===== config.mk =====
export PLATFORM = sky130hd
export DESIGN_NAME = vblank_write_queue_flat
export DESIGN_NICKNAME = d
export VERILOG_FILES = /design/src/rtl/vblank_write_queue_if.sv /design/src/rtl/vblank_write_queue.sv /design/src/flat_wrapper.sv
export SDC_FILE = /design/constraint.sdc
export NUM_CORES = 1
export LEC_CHECK = 0
export ABC_AREA = 0
export BUFFER_PORTS_ARGS = -buffer_cell sky130_fd_sc_hd__clkbuf_2
export CORE_ASPECT_RATIO = 1.1
export CORE_MARGIN = 5
export CORE_UTILIZATION = 35
export DETAILED_ROUTE_END_ITERATION = 10
export SLEW_MARGIN = 20
export SYNTH_ARGS = -nofsm -noshare
export SYNTH_HDL_FRONTEND = slang
export SYNTH_SLANG_ARGS = --single-unit

===== constraint.sdc =====
create_clock -name clk -period 2.1 [get_ports clk]
set_clock_uncertainty 0.15 [all_clocks]
set_input_delay 0.21 -clock clk [delete_from_list [all_inputs] [get_ports clk]]
set_output_delay 0.21 -clock clk [all_outputs]
set_load 0.005 [all_outputs]

===== src/rtl/vblank_write_queue_if.sv =====
// vblank_write_queue_if: producer/video-bus bundle for the vblank write queue.
//   push, push_addr, push_data : enqueue request from the producer
//   full, empty, count         : registered occupancy status
//   overflow                   : sticky "a push was dropped" flag
//   vsync                      : vertical-blank window (level)
//   addr, data, rw             : video bus write port (rw = 1 means write this cycle)
// master: producer / timing side. slave: the queue itself.
interface vblank_write_queue_if #(
    parameter int unsigned DEPTH = 16
);
    logic                      push;
    logic [15:0]               push_addr;
    logic [7:0]                push_data;
    logic                      full;
    logic                      empty;
    logic [$clog2(DEPTH):0]    count;
    logic                      overflow;
    logic                      vsync;
    logic [15:0]               addr;
    logic [7:0]                data;
    logic                      rw;

    modport master (
        output push, push_addr, push_data, vsync,
        input  full, empty, count, overflow, addr, data, rw
    );

    modport slave (
        input  push, push_addr, push_data, vsync,
        output full, empty, count, overflow, addr, data, rw
    );
endinterface


===== src/rtl/vblank_write_queue.sv =====
// vblank_write_queue: buffers CPU writes to video memory and replays them onto the
// video bus only while vsync (vertical blank) is high, one write per clock.
//   clk   : single clock, all state on posedge
//   reset : asynchronous, active-low
//   bus   : vblank_write_queue_if.slave (push side, status, video bus write port)
// Optional feature macro: VWQ_LIMIT_EN -- caps pops per vsync window to MAX_PER_FRAME.
module vblank_write_queue #(
    parameter int unsigned DEPTH         = 16,
    parameter int unsigned MAX_PER_FRAME = 32
) (
    input  logic                  clk,
    input  logic                  reset,
    vblank_write_queue_if.slave   bus
);
    localparam int unsigned PtrW = $clog2(DEPTH);
    localparam int unsigned CntW = PtrW + 1;

    if (DEPTH < 2 || DEPTH > 256 || (DEPTH & (DEPTH - 1)) != 0) begin : g_bad_depth
        $error("DEPTH must be a power of two in 2..256");
    end
    if (MAX_PER_FRAME < 1) begin : g_bad_max
        $error("MAX_PER_FRAME must be at least 1");
    end

    typedef enum logic {StIdle, StDrain} state_e;

    state_e            state_q, state_d;
    logic [23:0]       mem_q [DEPTH];
    logic [PtrW-1:0]   wr_ptr_q, wr_ptr_d;
    logic [PtrW-1:0]   rd_ptr_q, rd_ptr_d;
    logic [CntW-1:0]   count_q, count_d;
    logic              full_q, full_d;
    logic              empty_q, empty_d;
    logic              overflow_q, overflow_d;
    logic [15:0]       addr_q, addr_d;
    logic [7:0]        data_q, data_d;
    logic              rw_q, rw_d;
    logic              do_push, do_pop, limit_ok;
    logic [23:0]       rd_entry;

    // Full takes precedence: a push while full is dropped even if a pop happens too.
    assign do_push  = bus.push && !full_q;
    assign do_pop   = (state_q == StDrain) && bus.vsync && !empty_q && limit_ok;
    assign rd_entry = mem_q[rd_ptr_q];

`ifdef VWQ_LIMIT_EN
    localparam int unsigned FrmW = $clog2(MAX_PER_FRAME + 1);
    logic [FrmW-1:0] frame_cnt_q, frame_cnt_d;

    assign limit_ok = frame_cnt_q < FrmW'(MAX_PER_FRAME);

    // Counts pops in the current vsync window; only a low vsync re-arms it.
    always_comb begin
        frame_cnt_d = frame_cnt_q;
        if (!bus.vsync) begin
            frame_cnt_d = '0;
        end else if (do_pop) begin
            frame_cnt_d = frame_cnt_q + FrmW'(1);
        end
    end

    always_ff @(posedge clk or negedge reset) begin
        if (!reset) begin
            frame_cnt_q <= '0;
        end else begin
            frame_cnt_q <= frame_cnt_d;
        end
    end
`else
    assign limit_ok = 1'b1;
`endif

    always_comb begin
        wr_ptr_d   = do_push ? wr_ptr_q + PtrW'(1) : wr_ptr_q;
        rd_ptr_d   = do_pop  ? rd_ptr_q + PtrW'(1) : rd_ptr_q;
        count_d    = count_q;
        if (do_push && !do_pop) begin
            count_d = count_q + CntW'(1);
        end else if (!do_push && do_pop) begin
            count_d = count_q - CntW'(1);
        end
        full_d     = (count_d == CntW'(DEPTH));
        empty_d    = (count_d == '0);
        overflow_d = overflow_q || (bus.push && full_q);
        rw_d       = do_pop;
        addr_d     = do_pop ? rd_entry[23:8] : addr_q;
        data_d     = do_pop ? rd_entry[7:0]  : data_q;
    end

    always_comb begin
        state_d = state_q;
        case (state_q)
            StIdle:  if (bus.vsync && !empty_q) state_d = StDrain;
            StDrain: if (!bus.vsync || empty_d) state_d = StIdle;
            default: state_d = StIdle;
        endcase
    end

    always_ff @(posedge clk or negedge reset) begin
        if (!reset) begin
            state_q    <= StIdle;
            wr_ptr_q   <= '0;
            rd_ptr_q   <= '0;
            count_q    <= '0;
            full_q     <= 1'b0;
            empty_q    <= 1'b1;
            overflow_q <= 1'b0;
            addr_q     <= 16'h0000;
            data_q     <= 8'h00;
            rw_q       <= 1'b0;
        end else begin
            state_q    <= state_d;
            wr_ptr_q   <= wr_ptr_d;
            rd_ptr_q   <= rd_ptr_d;
            count_q    <= count_d;
            full_q     <= full_d;
            empty_q    <= empty_d;
            overflow_q <= overflow_d;
            addr_q     <= addr_d;
            data_q     <= data_d;
            rw_q       <= rw_d;
        end
    end

    // Storage needs no reset: occupancy is tracked by the pointers and count.
    always_ff @(posedge clk) begin
        if (do_push) begin
            mem_q[wr_ptr_q] <= {bus.push_addr, bus.push_data};
        end
    end

    assign bus.full     = full_q;
    assign bus.empty    = empty_q;
    assign bus.count    = count_q;
    assign bus.overflow = overflow_q;
    assign bus.addr     = addr_q;
    assign bus.data     = data_q;
    assign bus.rw       = rw_q;
endmodule


===== src/flat_wrapper.sv =====
// flat-port wrapper written by rule: the top's interface ports become plain ports
module vblank_write_queue_flat 
#(
    parameter int unsigned DEPTH         = 16,
    parameter int unsigned MAX_PER_FRAME = 32
)
  (clk, reset, bus_push, bus_push_addr, bus_push_data, bus_vsync, bus_full, bus_empty, bus_count, bus_overflow, bus_addr, bus_data, bus_rw);
  vblank_write_queue_if #(.DEPTH(DEPTH)) bus_i ();
  input  logic clk;
  input  logic reset;
  input wire logic [$bits(bus_i.push)-1:0] bus_push;
  input wire logic [$bits(bus_i.push_addr)-1:0] bus_push_addr;
  input wire logic [$bits(bus_i.push_data)-1:0] bus_push_data;
  input wire logic [$bits(bus_i.vsync)-1:0] bus_vsync;
  output wire logic [$bits(bus_i.full)-1:0] bus_full;
  output wire logic [$bits(bus_i.empty)-1:0] bus_empty;
  output wire logic [$bits(bus_i.count)-1:0] bus_count;
  output wire logic [$bits(bus_i.overflow)-1:0] bus_overflow;
  output wire logic [$bits(bus_i.addr)-1:0] bus_addr;
  output wire logic [$bits(bus_i.data)-1:0] bus_data;
  output wire logic [$bits(bus_i.rw)-1:0] bus_rw;
  assign bus_i.push = bus_push;
  assign bus_i.push_addr = bus_push_addr;
  assign bus_i.push_data = bus_push_data;
  assign bus_i.vsync = bus_vsync;
  assign bus_full = bus_i.full;
  assign bus_empty = bus_i.empty;
  assign bus_count = bus_i.count;
  assign bus_overflow = bus_i.overflow;
  assign bus_addr = bus_i.addr;
  assign bus_data = bus_i.data;
  assign bus_rw = bus_i.rw;
  vblank_write_queue #(.DEPTH(DEPTH), .MAX_PER_FRAME(MAX_PER_FRAME)) u_core (.clk(clk), .reset(reset), .bus(bus_i));
endmodule

# --- Word-level counts from Yosys, hierarchy flattened ---
# Memories as Yosys holds them, arrays and structs flattened. A register that Yosys moved wholly into a read port is not among the register bits.
# Index checks and enable logic that the tools add are counted.
classes:
  addsub: 4
  eq_ne: 1
  muxes: 7
  bitwise_logic: 1
  n_reduce_logical: 16
op_table:
  columns: ["cell", "n"]
  rows:
  - ["$mux W5", 2]
  - ["$add A4 B1 Y4 const B", 2]
  - ["$logic_and A1 B1 Y1", 7]
  - ["$logic_not A1 Y1", 6]
  - ["$add A5 B1 Y5 const B", 1]
  - ["$eq A5 B5 Y1 const B", 1]
  - ["$logic_not A5 Y1", 1]
  - ["$sub A5 B1 Y5 const B", 1]
  - ["$mux W1", 4]
  - ["$logic_or A1 B1 Y1", 2]
  - ["$pmux W1 S2", 1]
  - ["$not A1 Y1", 1]
word_totals:
  regBits: 18
  ramBits: 384
  n_memories: 1
memory_table:
  columns: ["memory", "words", "width", "rd", "rd_clocked_by_memory_dff", "wr", "line_no", "source"]
  rows:
  - ["u_core.mem_q", 16, 24, 1, 1, 1, "vblank_write_queue.sv:28", "logic [23:0] mem_q [DEPTH];"]

# --- Logic depth before layout (Yosys ltp) ---
logic_depth:
  word_depth: 10
  depth_mapped: 8
  ltp_nobuf: 8

# --- Worst setup path after synthesis ---
# No wires, ideal clock.
synth_timing:
  path_kind: "reg2reg"
  from: "register u_core.full_q (netlist: u_core.bus.full)"
  to: "memory u_core.mem_q[4][0] (enable)"
  setup_time_ns: 0.383
  arrival_ns: 1.644
  required_ns: 1.567
  slack_ns: -0.076
  stages_incl_launch_ff: 6
  synth_period_minus_slack_ns: 2.176
  cell_sequence: "dfrtp_1 -> nor2b_1 -> buf_2 -> nand2_1 -> nor2_1 -> and2_1"
synth_between:
  elab_chain_len: 4
synth_rtl:
  columns: ["item", "line_no", "source"]
  rows:
  - ["from (decl)", "vblank_write_queue.sv:32", "logic full_q, full_d;"]
  - ["from (signal assigned)", "vblank_write_queue.sv:116", "full_q <= full_d;"]
  - ["$logic_not A1 Y1", "vblank_write_queue.sv:42", "assign do_push = bus.push && !full_q;"]
  - ["$logic_and A1 B1 Y1", "vblank_write_queue.sv:42", null]
  - ["$mux W1", "vblank_write_queue.sv:127", "if (do_push) begin"]
  - ["$mux W1 (not written as such)", "vblank_write_queue.sv:128", "mem_q[wr_ptr_q] <= {bus.push_addr, bus.push_data};"]
  - ["to (decl)", "vblank_write_queue.sv:28", null]
# Every way passes these cells.

==> flow_summary.ini <==
[run_status]
status = complete, but fails checks
violations = setup timing

[worst_setup_path]
slowest_stage = mux4_2
worstSetupStartpointType = flop
critical_path.cell_chain = buf_12 -> buf_16 -> mux4_2 -> mux2_4 -> a221o_1
path_max_fanout = 8
r2r-start = u_core.rd_ptr_q[0]
max_stage_delay_ns = 0.50
path_class = flop to flop
cp_data_arrival_time_ns = 2.41
rr_worst_depth = 5
r2r_end = u_core.bus.addr[2]
ff2ff_setup_slack_ns = -0.04
crit_required_ns = 2.37
critPathCaptureType = flop

[finish]
final_nets = 966
nFillCells = 3958
final_cells = 1564
area_delta_synth_final_pct = 24.64
layout-drive-gt1-share_pct = 38.92

[global_route]
gr-total-overflow = 0
grt_use_total_pct = 13.90
grt_pass1_vias = 8476
grt_antenna_before_repair = 3
grt_pass1_wl_um = 54170
grt_max_degree = 50

[drt]
drc_errors = 0
via_count = 7959
firstDrtPassIters = 5
via_per_inst = 5.089
postRouteWirelength_um = 36770
first_iter_violations = 702
ant_nets = 0
wl_per_cell_um = 23.51

[timing]
finalHoldViolations = 0
timing.fmax_mhz = 467.5
finalWorstSetupSlack_ns = -0.03893
worst_slew_pin_slew_ns = 0.6982
final-max-slew-violation-count = 0
slew_headroom_pct = 53.45
rsz0062_at_grt = true
whs_ns = 0.09992
finalSetupTns_ns = -0.05069
fin_crit_sh_pct = 101.9
finalSetupViolCount = 2
fin_crit_ns = 2.139

[yosys]
yosysTopAreaCellShare_pct = 70.47
syn_area_um2 = 16360
yosysSeqAreaShare_pct = 76.90
synth_edf_count = 384
yosysWarnings = 0
syn-mean-instance-area_um2 = 21.91
synth_area_leaders = edfxtp_1, mux4_2, dfrtp_1
syn_inst = 747
synthArstFlopShare_pct = 9.859
syn_nets = 782
yosysTopAreaCell = edfxtp_1
ys_types = 43
synthFlopType = edfxtp_1
synth_seq_cells = 426

[clock_tree]
cts_made_buffers = 43
clock_latency_ns = 0.55
root_buffer = clkbuf_16
cts_tree = yes
cts.path.max_buffers = 3
h-tree-depth = 2
cts.clk_slew.worst_paths_ns = 0.06
clock-sinks = 426

[floorplan]
die_y_um = 236.8
coreArea_um2 = 46520
start_util_pct = 35.17
die_width_um = 216.2
dieArea_um2 = 51180
num_rows = 83
pin_count = 61

[min_path]
hp-class = primary input to asynchronous set/reset pin

[pwr]
p_leak_nw = 6.926
power_density_nw_per_um2 = 1320
vdd_ir_drop_max_v = 0.0005963

[placed_design]
port_buffers = 60
dp_cells = 1431
place_hpwl_um = 21190
place_ws_ns = -0.02304
place.gp.congestion = 0.7289

[run]
cap_viol_max_count = 0
-- cells in the mapped netlist (5+ instances only) --
cell	instances
dfrtp_1	41
edfxtp_1	384
mux2i_1	24
buf_2	13
nand2_1	10
mux4_2	96
mux2_2	24
and2_1	16
nor2_1	13
clkbuf_1	20
xnor2_1	9
a22oi_1	16
o21ai_0	5
a221o_1	8
inv_1	7
o21ai_1	16
ha_1	7
-- cells by family (layout without fill, tap and decap cells) --
| group | Yosys count | count (layout) | share of synthesized area (%) |
|---|---|---|---|
| DFF | 426 | 426 | 76.90 |
| muxes | 144 | 144 | 16.33 |
| and+or+nand+nor | 60 | 60 | 2.103 |
| AOI/OAI and AO/OA | 54 | 54 | 2.279 |
| buffers and inverters | 46 | 265 | 1.315 |
| xor gates and xnor gates | 10 | 10 | 0.5353 |
| adders and majority gates | 7 | 7 | 0.5352 |
| other | 0 | 3 | 0 |
-- how the worst max path moves through the flow --
stage	end	from	depth (start not counted)	slack (ns)
2_1_floorplan	u_core.mem_q[0][0]	u_core.bus.full	4	0.008
3_3_place_gp	u_core.bus.data[2]	u_core.rd_ptr_q[0]	5	-0.02
3_5_place_dp	u_core.bus.addr[3]	u_core.rd_ptr_q[0]	5	-0.02
4_1_cts	u_core.bus.addr[3]	u_core.rd_ptr_q[0]	5	-0.04
5_1_grt	u_core.bus.addr[2]	u_core.rd_ptr_q[0]	5	-0.08
6_report	u_core.bus.addr[2]	u_core.rd_ptr_q[0]	5	-0.04
-- layout make-up --
| type | count | area [µm²] | share of cell area (%) |
|---|---|---|---|
| Clock buffer | 56 | 1166 | 5.718 |
| Timing Repair Buffer | 177 | 1819 | 8.920 |
| Inverter | 8 | 32.53 | 0.1595 |
| Tap cell | 595 | 744.5 | 3.650 |
| Sequential cell | 426 | 12590 | 61.74 |
| Clock inverter | 24 | 269.0 | 1.319 |
| Multi-Input combinational cell | 275 | 3764 | 18.45 |
| Antenna cell | 3 | 7.507 | 0.03681 |
-- registers in the layout (all words and copies together), names as in the netlist --
register and count:
u_core.mem_q 384, u_core.bus.full 1, u_core.bus.addr 16, u_core.bus.rw 1, u_core.state_q 1, u_core.bus.overflow 1
u_core.bus.count 5, u_core.bus.empty 1, u_core.bus.data 8, u_core.wr_ptr_q 4, u_core.rd_ptr_q 4
-- placed cells by master (no fill, tap or decap), types with 4 or more instances in the layout --
cell type	count
a221o_1	8
a22oi_2	14
and2_1	4
and2_2	12
buf_12	29
buf_16	4
buf_4	48
bufinv_16	5
clkbuf_1	10
clkbuf_16	51
clkbuf_2	60
clkinv_1	10
dfrtp_1	38
dlygate4sd3_1	27
edfxtp_1	384
ha_1	7
inv_1	7
mux2_2	10
mux2_4	14
mux2i_1	21
mux4_2	96
nand2_1	10
nor2_1	10
o21ai_0	5
o21ai_1	16
xnor2_1	9
-- timing repair --
item,CTS,global route
gates resized for setup,2,45
setup endpoints to repair,13,122
cloned,0,8
endpoints found under the hold margin,406,0
buffers inserted,1,14
pin swaps,5,14
hold buffers,27,0
-- critical path, delay by kind of cell (launching register included) --
family / cells / cell delay, ns
AOI/OAI and AO/OA: 1 / 0.30
buffers and inverters: 2 / 0.31
DFF: 1 / 0.46
muxes: 2 / 0.78
-- per-stage QoR --
step / power [mW] / utilization, % / instance area [µm²]
final: 26.91 / 43.84 / 20390
after global routing: 28.18 / 43.83 / 20390
after CTS: 26.11 / 42.69 / 19860
after detailed placement: 18.29 / 38.99 / 18140
after global placement: 18.18 / 38.99 / 18140
after floorplan: 15.54 / - / 16380
-- report_power, final --
part / switching [mW] / internal, mW / leakage [nW]
combinational: 3.75 / 4.53 / 2.26
sequential: 0.524 / 10.4 / 3.98
clock: 3.15 / 4.56 / 0.685
-- layer usage --
| metal | wire length, µm | global-route usage (%) | up-vias | share of wire (%) |
|---|---|---|---|---|
| met1 | 15790 | 18.72 | 4245 | 43 |
| met3 | 1664 | 2.660 | 59 | 4.5 |
| li1 | - | - | 3488 | - |
| met5 | 0 | 0 | - | 0 |
| met2 | 18520 | 23.30 | 167 | 50 |
| met4 | 796 | 3.894 | 0 | 2.2 |
(Power assumes the default switching activity.)
